### src/rtl/branch_resolution_queue_pkg.sv
// Shared defaults and counter helpers for the branch resolution queue.
// Counter width is used by the optional BRQ_MISPREDICT_STATS_EN counters.
package branch_resolution_queue_pkg;

    localparam int BRQ_ADDR_W = 1;
    localparam int BRQ_DEPTH  = 4;
    localparam int BRQ_CNT_W  = 16;

    function automatic logic [BRQ_CNT_W-1:0] brq_sat_inc(
        input logic [BRQ_CNT_W-1:0] v
    );
        return (&v) ? v : v + 1'b1;
    endfunction

endpackage

### src/rtl/branch_resolution_queue_if.sv
// Issue / resolve / predictor-update bundle of the branch resolution queue.
// slave is the queue side, master is the pipeline/predictor side.
interface branch_resolution_queue_if
    import branch_resolution_queue_pkg::*;
#(
    parameter int address_width = BRQ_ADDR_W
);
    logic                     pred_valid;
    logic [address_width-1:0] pred_address;
    logic                     pred_taken;
    logic                     pred_ready;
    logic                     res_valid;
    logic                     res_taken;
    logic                     upd_cs;
    logic                     upd_enable;
    logic [address_width-1:0] upd_address;
    logic                     upd_result;
    logic                     mispredict;
    logic                     res_error;

    modport slave (
        input  pred_valid, pred_address, pred_taken,
        input  res_valid, res_taken,
        output pred_ready,
        output upd_cs, upd_enable, upd_address, upd_result,
        output mispredict, res_error
    );

    modport master (
        output pred_valid, pred_address, pred_taken,
        output res_valid, res_taken,
        input  pred_ready,
        input  upd_cs, upd_enable, upd_address, upd_result,
        input  mispredict, res_error
    );
endinterface

### src/rtl/brq_fifo.sv
// Circular buffer of {address, predicted bit} with wrap pointers and count.
// Flush empties the queue by snapping head onto tail.
module brq_fifo #(
    parameter int AW    = 1,
    parameter int DEPTH = 4
) (
    input  logic                     clk,
    input  logic                     rst_n,
    input  logic                     i_push,
    input  logic [AW-1:0]            i_push_addr,
    input  logic                     i_push_pred,
    input  logic                     i_pop,
    input  logic                     i_flush,
    output logic [AW-1:0]            o_head_addr,
    output logic                     o_head_pred,
    output logic [$clog2(DEPTH):0]   o_count,
    output logic                     o_full
);
    localparam int PW = $clog2(DEPTH);

    logic [AW-1:0] r_addr_mem [DEPTH];
    logic          r_pred_mem [DEPTH];
    logic [PW-1:0] r_head;
    logic [PW-1:0] r_tail;
    logic [PW:0]   r_count;

    always_ff @(posedge clk) begin
        if (i_push) begin
            r_addr_mem[r_tail] <= i_push_addr;
            r_pred_mem[r_tail] <= i_push_pred;
        end
    end

    always_ff @(posedge clk or negedge rst_n) begin
        if (!rst_n) begin
            r_head  <= '0;
            r_tail  <= '0;
            r_count <= '0;
        end else if (i_flush) begin
            r_head  <= r_tail;
            r_count <= '0;
        end else begin
            if (i_push) r_tail <= r_tail + 1'b1;
            if (i_pop)  r_head <= r_head + 1'b1;
            unique case ({i_push, i_pop})
                2'b10:   r_count <= r_count + 1'b1;
                2'b01:   r_count <= r_count - 1'b1;
                default: r_count <= r_count;
            endcase
        end
    end

    assign o_head_addr = r_addr_mem[r_head];
    assign o_head_pred = r_pred_mem[r_head];
    assign o_count     = r_count;
    assign o_full      = (r_count == (PW+1)'(DEPTH));

endmodule

### src/rtl/branch_resolution_queue.sv
// Tracks in-flight predicted branches, trains the predictor on resolution.
// BRQ_MISPREDICT_STATS_EN adds saturating mispredict/resolve counters.
module branch_resolution_queue
    import branch_resolution_queue_pkg::*;
#(
    parameter int address_width = BRQ_ADDR_W,
    parameter int depth         = BRQ_DEPTH
) (
    input  logic                          clk,
    input  logic                          rst_n,
    branch_resolution_queue_if.slave      bus
`ifdef BRQ_MISPREDICT_STATS_EN
    ,
    output logic [BRQ_CNT_W-1:0]          mispredict_count,
    output logic [BRQ_CNT_W-1:0]          resolve_count
`endif
);
    localparam int PW = $clog2(depth);

    logic                     w_pop;
    logic                     w_mis;
    logic                     w_push;
    logic                     w_full;
    logic [PW:0]              w_count;
    logic [address_width-1:0] w_head_addr;
    logic                     w_head_pred;

    logic                     r_upd;
    logic [address_width-1:0] r_upd_address;
    logic                     r_upd_result;
    logic                     r_mispredict;
    logic                     r_res_error;

    // A mispredict flushes the queue, so a same-cycle issue is discarded.
    assign w_pop  = bus.res_valid && (w_count != '0);
    assign w_mis  = w_pop && (w_head_pred != bus.res_taken);
    assign w_push = bus.pred_valid && !w_full && !w_mis;

    brq_fifo #(
        .AW    (address_width),
        .DEPTH (depth)
    ) u_fifo (
        .clk         (clk),
        .rst_n       (rst_n),
        .i_push      (w_push),
        .i_push_addr (bus.pred_address),
        .i_push_pred (bus.pred_taken),
        .i_pop       (w_pop),
        .i_flush     (w_mis),
        .o_head_addr (w_head_addr),
        .o_head_pred (w_head_pred),
        .o_count     (w_count),
        .o_full      (w_full)
    );

    always_ff @(posedge clk or negedge rst_n) begin
        if (!rst_n) begin
            r_upd         <= 1'b0;
            r_upd_address <= '0;
            r_upd_result  <= 1'b0;
            r_mispredict  <= 1'b0;
            r_res_error   <= 1'b0;
        end else begin
            r_upd        <= w_pop;
            r_mispredict <= w_mis;
            r_res_error  <= bus.res_valid && (w_count == '0);
            if (w_pop) begin
                r_upd_address <= w_head_addr;
                r_upd_result  <= bus.res_taken;
            end
        end
    end

    assign bus.pred_ready  = !w_full;
    assign bus.upd_cs      = r_upd;
    assign bus.upd_enable  = r_upd;
    assign bus.upd_address = r_upd_address;
    assign bus.upd_result  = r_upd_result;
    assign bus.mispredict  = r_mispredict;
    assign bus.res_error   = r_res_error;

`ifdef BRQ_MISPREDICT_STATS_EN
    logic [BRQ_CNT_W-1:0] r_mis_cnt;
    logic [BRQ_CNT_W-1:0] r_res_cnt;

    // Counters step on the same edge that raises the matching pulse.
    always_ff @(posedge clk or negedge rst_n) begin
        if (!rst_n) begin
            r_mis_cnt <= '0;
            r_res_cnt <= '0;
        end else begin
            if (w_mis) r_mis_cnt <= brq_sat_inc(r_mis_cnt);
            if (w_pop) r_res_cnt <= brq_sat_inc(r_res_cnt);
        end
    end

    assign mispredict_count = r_mis_cnt;
    assign resolve_count    = r_res_cnt;
`endif

endmodule

### src/flat_wrapper.sv
// flat-port wrapper written by rule: the top's interface ports become plain ports
module branch_resolution_queue_flat import branch_resolution_queue_pkg::*;
#(
    parameter int address_width = BRQ_ADDR_W,
    parameter int depth         = BRQ_DEPTH
)
  (clk, rst_n, bus_pred_valid, bus_pred_address, bus_pred_taken, bus_res_valid, bus_res_taken, bus_pred_ready, bus_upd_cs, bus_upd_enable, bus_upd_address, bus_upd_result, bus_mispredict, bus_res_error);
  branch_resolution_queue_if #(.address_width(address_width)) bus_i ();
  input  logic clk;
  input  logic rst_n;
  input wire logic [$bits(bus_i.pred_valid)-1:0] bus_pred_valid;
  input wire logic [$bits(bus_i.pred_address)-1:0] bus_pred_address;
  input wire logic [$bits(bus_i.pred_taken)-1:0] bus_pred_taken;
  input wire logic [$bits(bus_i.res_valid)-1:0] bus_res_valid;
  input wire logic [$bits(bus_i.res_taken)-1:0] bus_res_taken;
  output wire logic [$bits(bus_i.pred_ready)-1:0] bus_pred_ready;
  output wire logic [$bits(bus_i.upd_cs)-1:0] bus_upd_cs;
  output wire logic [$bits(bus_i.upd_enable)-1:0] bus_upd_enable;
  output wire logic [$bits(bus_i.upd_address)-1:0] bus_upd_address;
  output wire logic [$bits(bus_i.upd_result)-1:0] bus_upd_result;
  output wire logic [$bits(bus_i.mispredict)-1:0] bus_mispredict;
  output wire logic [$bits(bus_i.res_error)-1:0] bus_res_error;
  assign bus_i.pred_valid = bus_pred_valid;
  assign bus_i.pred_address = bus_pred_address;
  assign bus_i.pred_taken = bus_pred_taken;
  assign bus_i.res_valid = bus_res_valid;
  assign bus_i.res_taken = bus_res_taken;
  assign bus_pred_ready = bus_i.pred_ready;
  assign bus_upd_cs = bus_i.upd_cs;
  assign bus_upd_enable = bus_i.upd_enable;
  assign bus_upd_address = bus_i.upd_address;
  assign bus_upd_result = bus_i.upd_result;
  assign bus_mispredict = bus_i.mispredict;
  assign bus_res_error = bus_i.res_error;
  branch_resolution_queue #(.address_width(address_width), .depth(depth)) u_core (.clk(clk), .rst_n(rst_n), .bus(bus_i));
endmodule
### config.mk
export PLATFORM = sky130hd
export DESIGN_NAME = branch_resolution_queue_flat
export DESIGN_NICKNAME = d
export VERILOG_FILES = /design/src/rtl/branch_resolution_queue_pkg.sv /design/src/rtl/branch_resolution_queue_if.sv /design/src/rtl/brq_fifo.sv /design/src/rtl/branch_resolution_queue.sv /design/src/flat_wrapper.sv
export SDC_FILE = /design/constraint.sdc
export NUM_CORES = 1
export LEC_CHECK = 0
export ABC_AREA = 1
export BUFFER_PORTS_ARGS = -buffer_cell sky130_fd_sc_hd__buf_2
export CAP_MARGIN = 20
export CORE_UTILIZATION = 58
export CTS_BUF_LIST = sky130_fd_sc_hd__clkbuf_2 sky130_fd_sc_hd__clkbuf_4 sky130_fd_sc_hd__clkbuf_8
export CTS_CLUSTER_SIZE = 24
export DETAILED_ROUTE_END_ITERATION = 8
export GPL_ROUTABILITY_DRIVEN = 0
export GPL_TIMING_DRIVEN = 0
export PLACE_DENSITY = 0.8
export SLEW_MARGIN = 25
export SYNTH_ARGS = -nofsm -noshare
export SYNTH_HDL_FRONTEND = slang
export SYNTH_SLANG_ARGS = --single-unit
### constraint.sdc
create_clock -name clk -period 2.09 [get_ports clk]
set_input_delay 0.418 -clock clk [delete_from_list [all_inputs] [get_ports clk]]
set_output_delay 0.418 -clock clk [all_outputs]
set_load 0.01 [all_outputs]
==> metrics.cfg <==
[worst_setup_path]
cp-end-kind=flop
worstSetupStartpointType=flop
r2r_cells=13
critPathArrivalTime_ns=2.20
crit_chain=inv_4, nand2_1, nand3_2, nand3_2, nand2_2, a21oi_4, fa_1, xnor2_2, inv_1, nor2_1, nor2_1, nand2_1, nand2_1
critical-path-slowest-cell=dfrtp_2
critPathMaxStageDelay_ns=0.47
r2r-start=u_core.u_fifo.r_head[0]$_DFFE_PN0P_
critPathMostFrequentCell=nand2_1
criticalPathCategory=reg2reg
required_ns=2.28
worstSetupStartpoint=u_core.u_fifo.r_head[0]$_DFFE_PN0P_
cp_max_fo=6

[clocking]
clockRootBuffer=clkbuf_4
clk_path_buf_depth=2
cts.clk_slew.worst_paths_ns=0.10
clkSinkCount=20
cts_tree=yes
htreeDepth=1
numCtsBuffers=3
clkLatencyLatePin_ns=0.29

[layout]
finalNetCount=131
nFillCells=119
utilization_pct=73.0
syn_to_final_growth_pct=13.2
layoutNonFillerInstCount=134
antennaDiodeCount=0
layout_commonest_cell=nand2_1
final_cell_mix=nand2_1, nor2_1, inv_1
ff_latch_area_um2=542
drive_gt1_share_pct=29.7
multi_input_area_um2=400

[global_route]
grt_use_total_pct=19.4
grt_pass1_wl_um=2710
grt-ovfl-total=0
grtUsageMet1_pct=27.7
grt_use_met2_pct=30.4
use_met3_pct=2.50
grt_max_degree=13
grt_pass1_vias=631
antenna_found_initial=0
busiest_layer=met2

[placement]
port_buffers=13
dpl.hpwl_um=1230
place_inst=129
place_ws_ns=0.0650

[timing]
clock_skew_ns=0.000744
slew_viol_final=0
setup_viol=0
min_period_ns=2.01
fin_crit_sh_pct=96.2
tns_ns=0
max_freq_mhz=497
relSlewSlack_pct=81.6
worst_pin_slew_ns=0.276
fin_ws_ns=0.0784
timing.final.hold_violations=0

[yosys]
synthCells=100
syn_avg_cell_area_um2=10.0
seq_area_frac_synth_pct=53.8
ys_seq_elements=20
yosys_warnings=0
yosys.cell_types.count=23
syn-cell-area_um2=1000
synthesis.nets=112

[power_and_ir_drop]
p_sw_uw=684
ir_drop_mv=0.683
power_frac_comb_pct=48.1
leakagePower_nw=0.559
power_frac_seq_pct=40.9
powerDensity_nw_per_um2=1410
p_clk_share_pct=11.0
p_int_uw=924
total_power_mw=1.61
p_sw_share_pct=42.5

[floorplan]
coreArea_um2=1560
fp.dieArea_um2=1900
io_pins=14
initial_core_util_pct=64.4
die_w_um=43.6
rows=14
die_h_um=43.6

[drt]
drt-initial-drc-count=17
via_per_inst=4.99
routedWlPerCell_um=11.8
drt-total-wl_um=1580
dr.pass1.iters=6
antenna_left=0
post-route-drc-count=1
dr_total_vias=669

[flow_run]
maxCapViolations=0

[worst_hold_path]
hp-class=in2reg
worstHoldPathCells=1
hp-start=bus_pred_taken

[outcome]
violations=DRC
status=complete, but fails checks

[final cells by class]
cell class,count,share of cell area [%]
multi-input cells,62,35.2
well taps,16,1.76
clock inverters,1,0.330
inverters,17,5.83
plain buffers,1,0.660
repair buffers,14,6.60
clock buffers,3,1.98
flip-flops and latches,20,47.6
[cell usage after synthesis]
master / n / area share (%)
xor2_1: 1 / 0.87
a31oi_1: 1 / 0.62
nand4_1: 1 / 0.62
a21oi_1: 1 / 0.50
nand2_1: 16 / 6.0
dfrtp_1: 12 / 30
inv_1: 15 / 5.6
buf_4: 1 / 0.75
inv_2: 2 / 0.75
a21oi_4: 1 / 1.6
fa_1: 1 / 2.0
ha_1: 4 / 5.0
o221ai_1: 1 / 0.87
nand2_4: 1 / 1.1
nand3_1: 2 / 1.0
nor2_4: 2 / 2.2
o21ai_0: 4 / 2.0
a22oi_1: 1 / 0.75
edfxtp_1: 8 / 24
nand3_2: 5 / 5.0
nor2_1: 15 / 5.6
nand2_2: 4 / 2.5
xnor2_1: 1 / 0.87
[flip-flops by register name, indices dropped and copies added (netlist names)]
register	count
u_core.bus.mispredict	1
u_core.bus.res_error	1
u_core.bus.upd_address	1
u_core.bus.upd_cs	1
u_core.bus.upd_result	1
u_core.u_fifo.o_count	3
u_core.u_fifo.r_addr_mem	4
u_core.u_fifo.r_head	2
u_core.u_fifo.r_pred_mem	4
u_core.u_fifo.r_tail	2
[worst paths after layout]
kind | to | slack (ns)
setup / recovery | u_core.u_fifo.o_count[2]$_DFFE_PN0P_ | 0.08
hold / removal | u_core.u_fifo.r_pred_mem[2]$_DFFE_PP_ | 0.34
setup reg to reg | u_core.u_fifo.o_count[2]$_DFFE_PN0P_ | 0.08
hold reg to reg | u_core.bus.upd_result$_DFFE_PN0P_ | 0.49
max in group asynchronous | u_core.u_fifo.r_head[0]$_DFFE_PN0P_ | 1.33
min in group asynchronous | u_core.bus.upd_address$_DFFE_PN0P_ | 0.53
[critical path: cells and delay by family (launching register included)]
family,cells,cell delay (ns)
compound gates,1,0.08
fa+ha+maj,1,0.42
flops,1,0.47
xor+xnor,1,0.15
simple gates,8,0.63
buf+inv,2,0.16
[through the flow]
stage | cell area (um^2) | hold WS [ns]
2_1_floorplan | 1000 | 0.122
3_3_place_gp | 1090 | 0.304
3_5_place_dp | 1090 | 0.305
4_1_cts | 1130 | 0.336
5_1_grt | 1140 | 0.333
6_report | 1140 | 0.342
[power groups by stage]
| stage | combinational (mW) | sequential [mW] | clock, mW |
|---|---|---|---|
| after detailed placement | 0.749 | 0.658 | 0 |
| after floorplan | 0.567 | 0.660 | 0 |
| after global placement | 0.724 | 0.651 | 0 |
| final | 0.774 | 0.657 | 0.177 |
| after CTS | 0.753 | 0.648 | 0.182 |
| after global routing | 0.878 | 0.678 | 0.194 |
[logic make-up after synthesis]
family / Yosys count / share of synthesized area, %
DFF: 20 / 53.8
adders and majority gates: 5 / 6.97
xor gates and xnor gates: 2 / 1.74
and+or+nand+nor: 46 / 24.0
buffers and inverters: 18 / 7.10
AOI/OAI and AO/OA: 9 / 6.35
[routing by layer]
layer / share of wire, % / vias up
met1: 47 / 299
met4: 0.88 / 0
met3: 4.3 / 2
met5: 0 / -
met2: 48 / 16
li1: - / 352
[repair_timing]
action,CTS,global route
endpoints found under the hold margin,12,0
endpoints found under the setup margin,0,1
hold buffers,1,0
resized for setup,0,4
buffers inserted,0,0
Power figures use the tool's default switching activity.
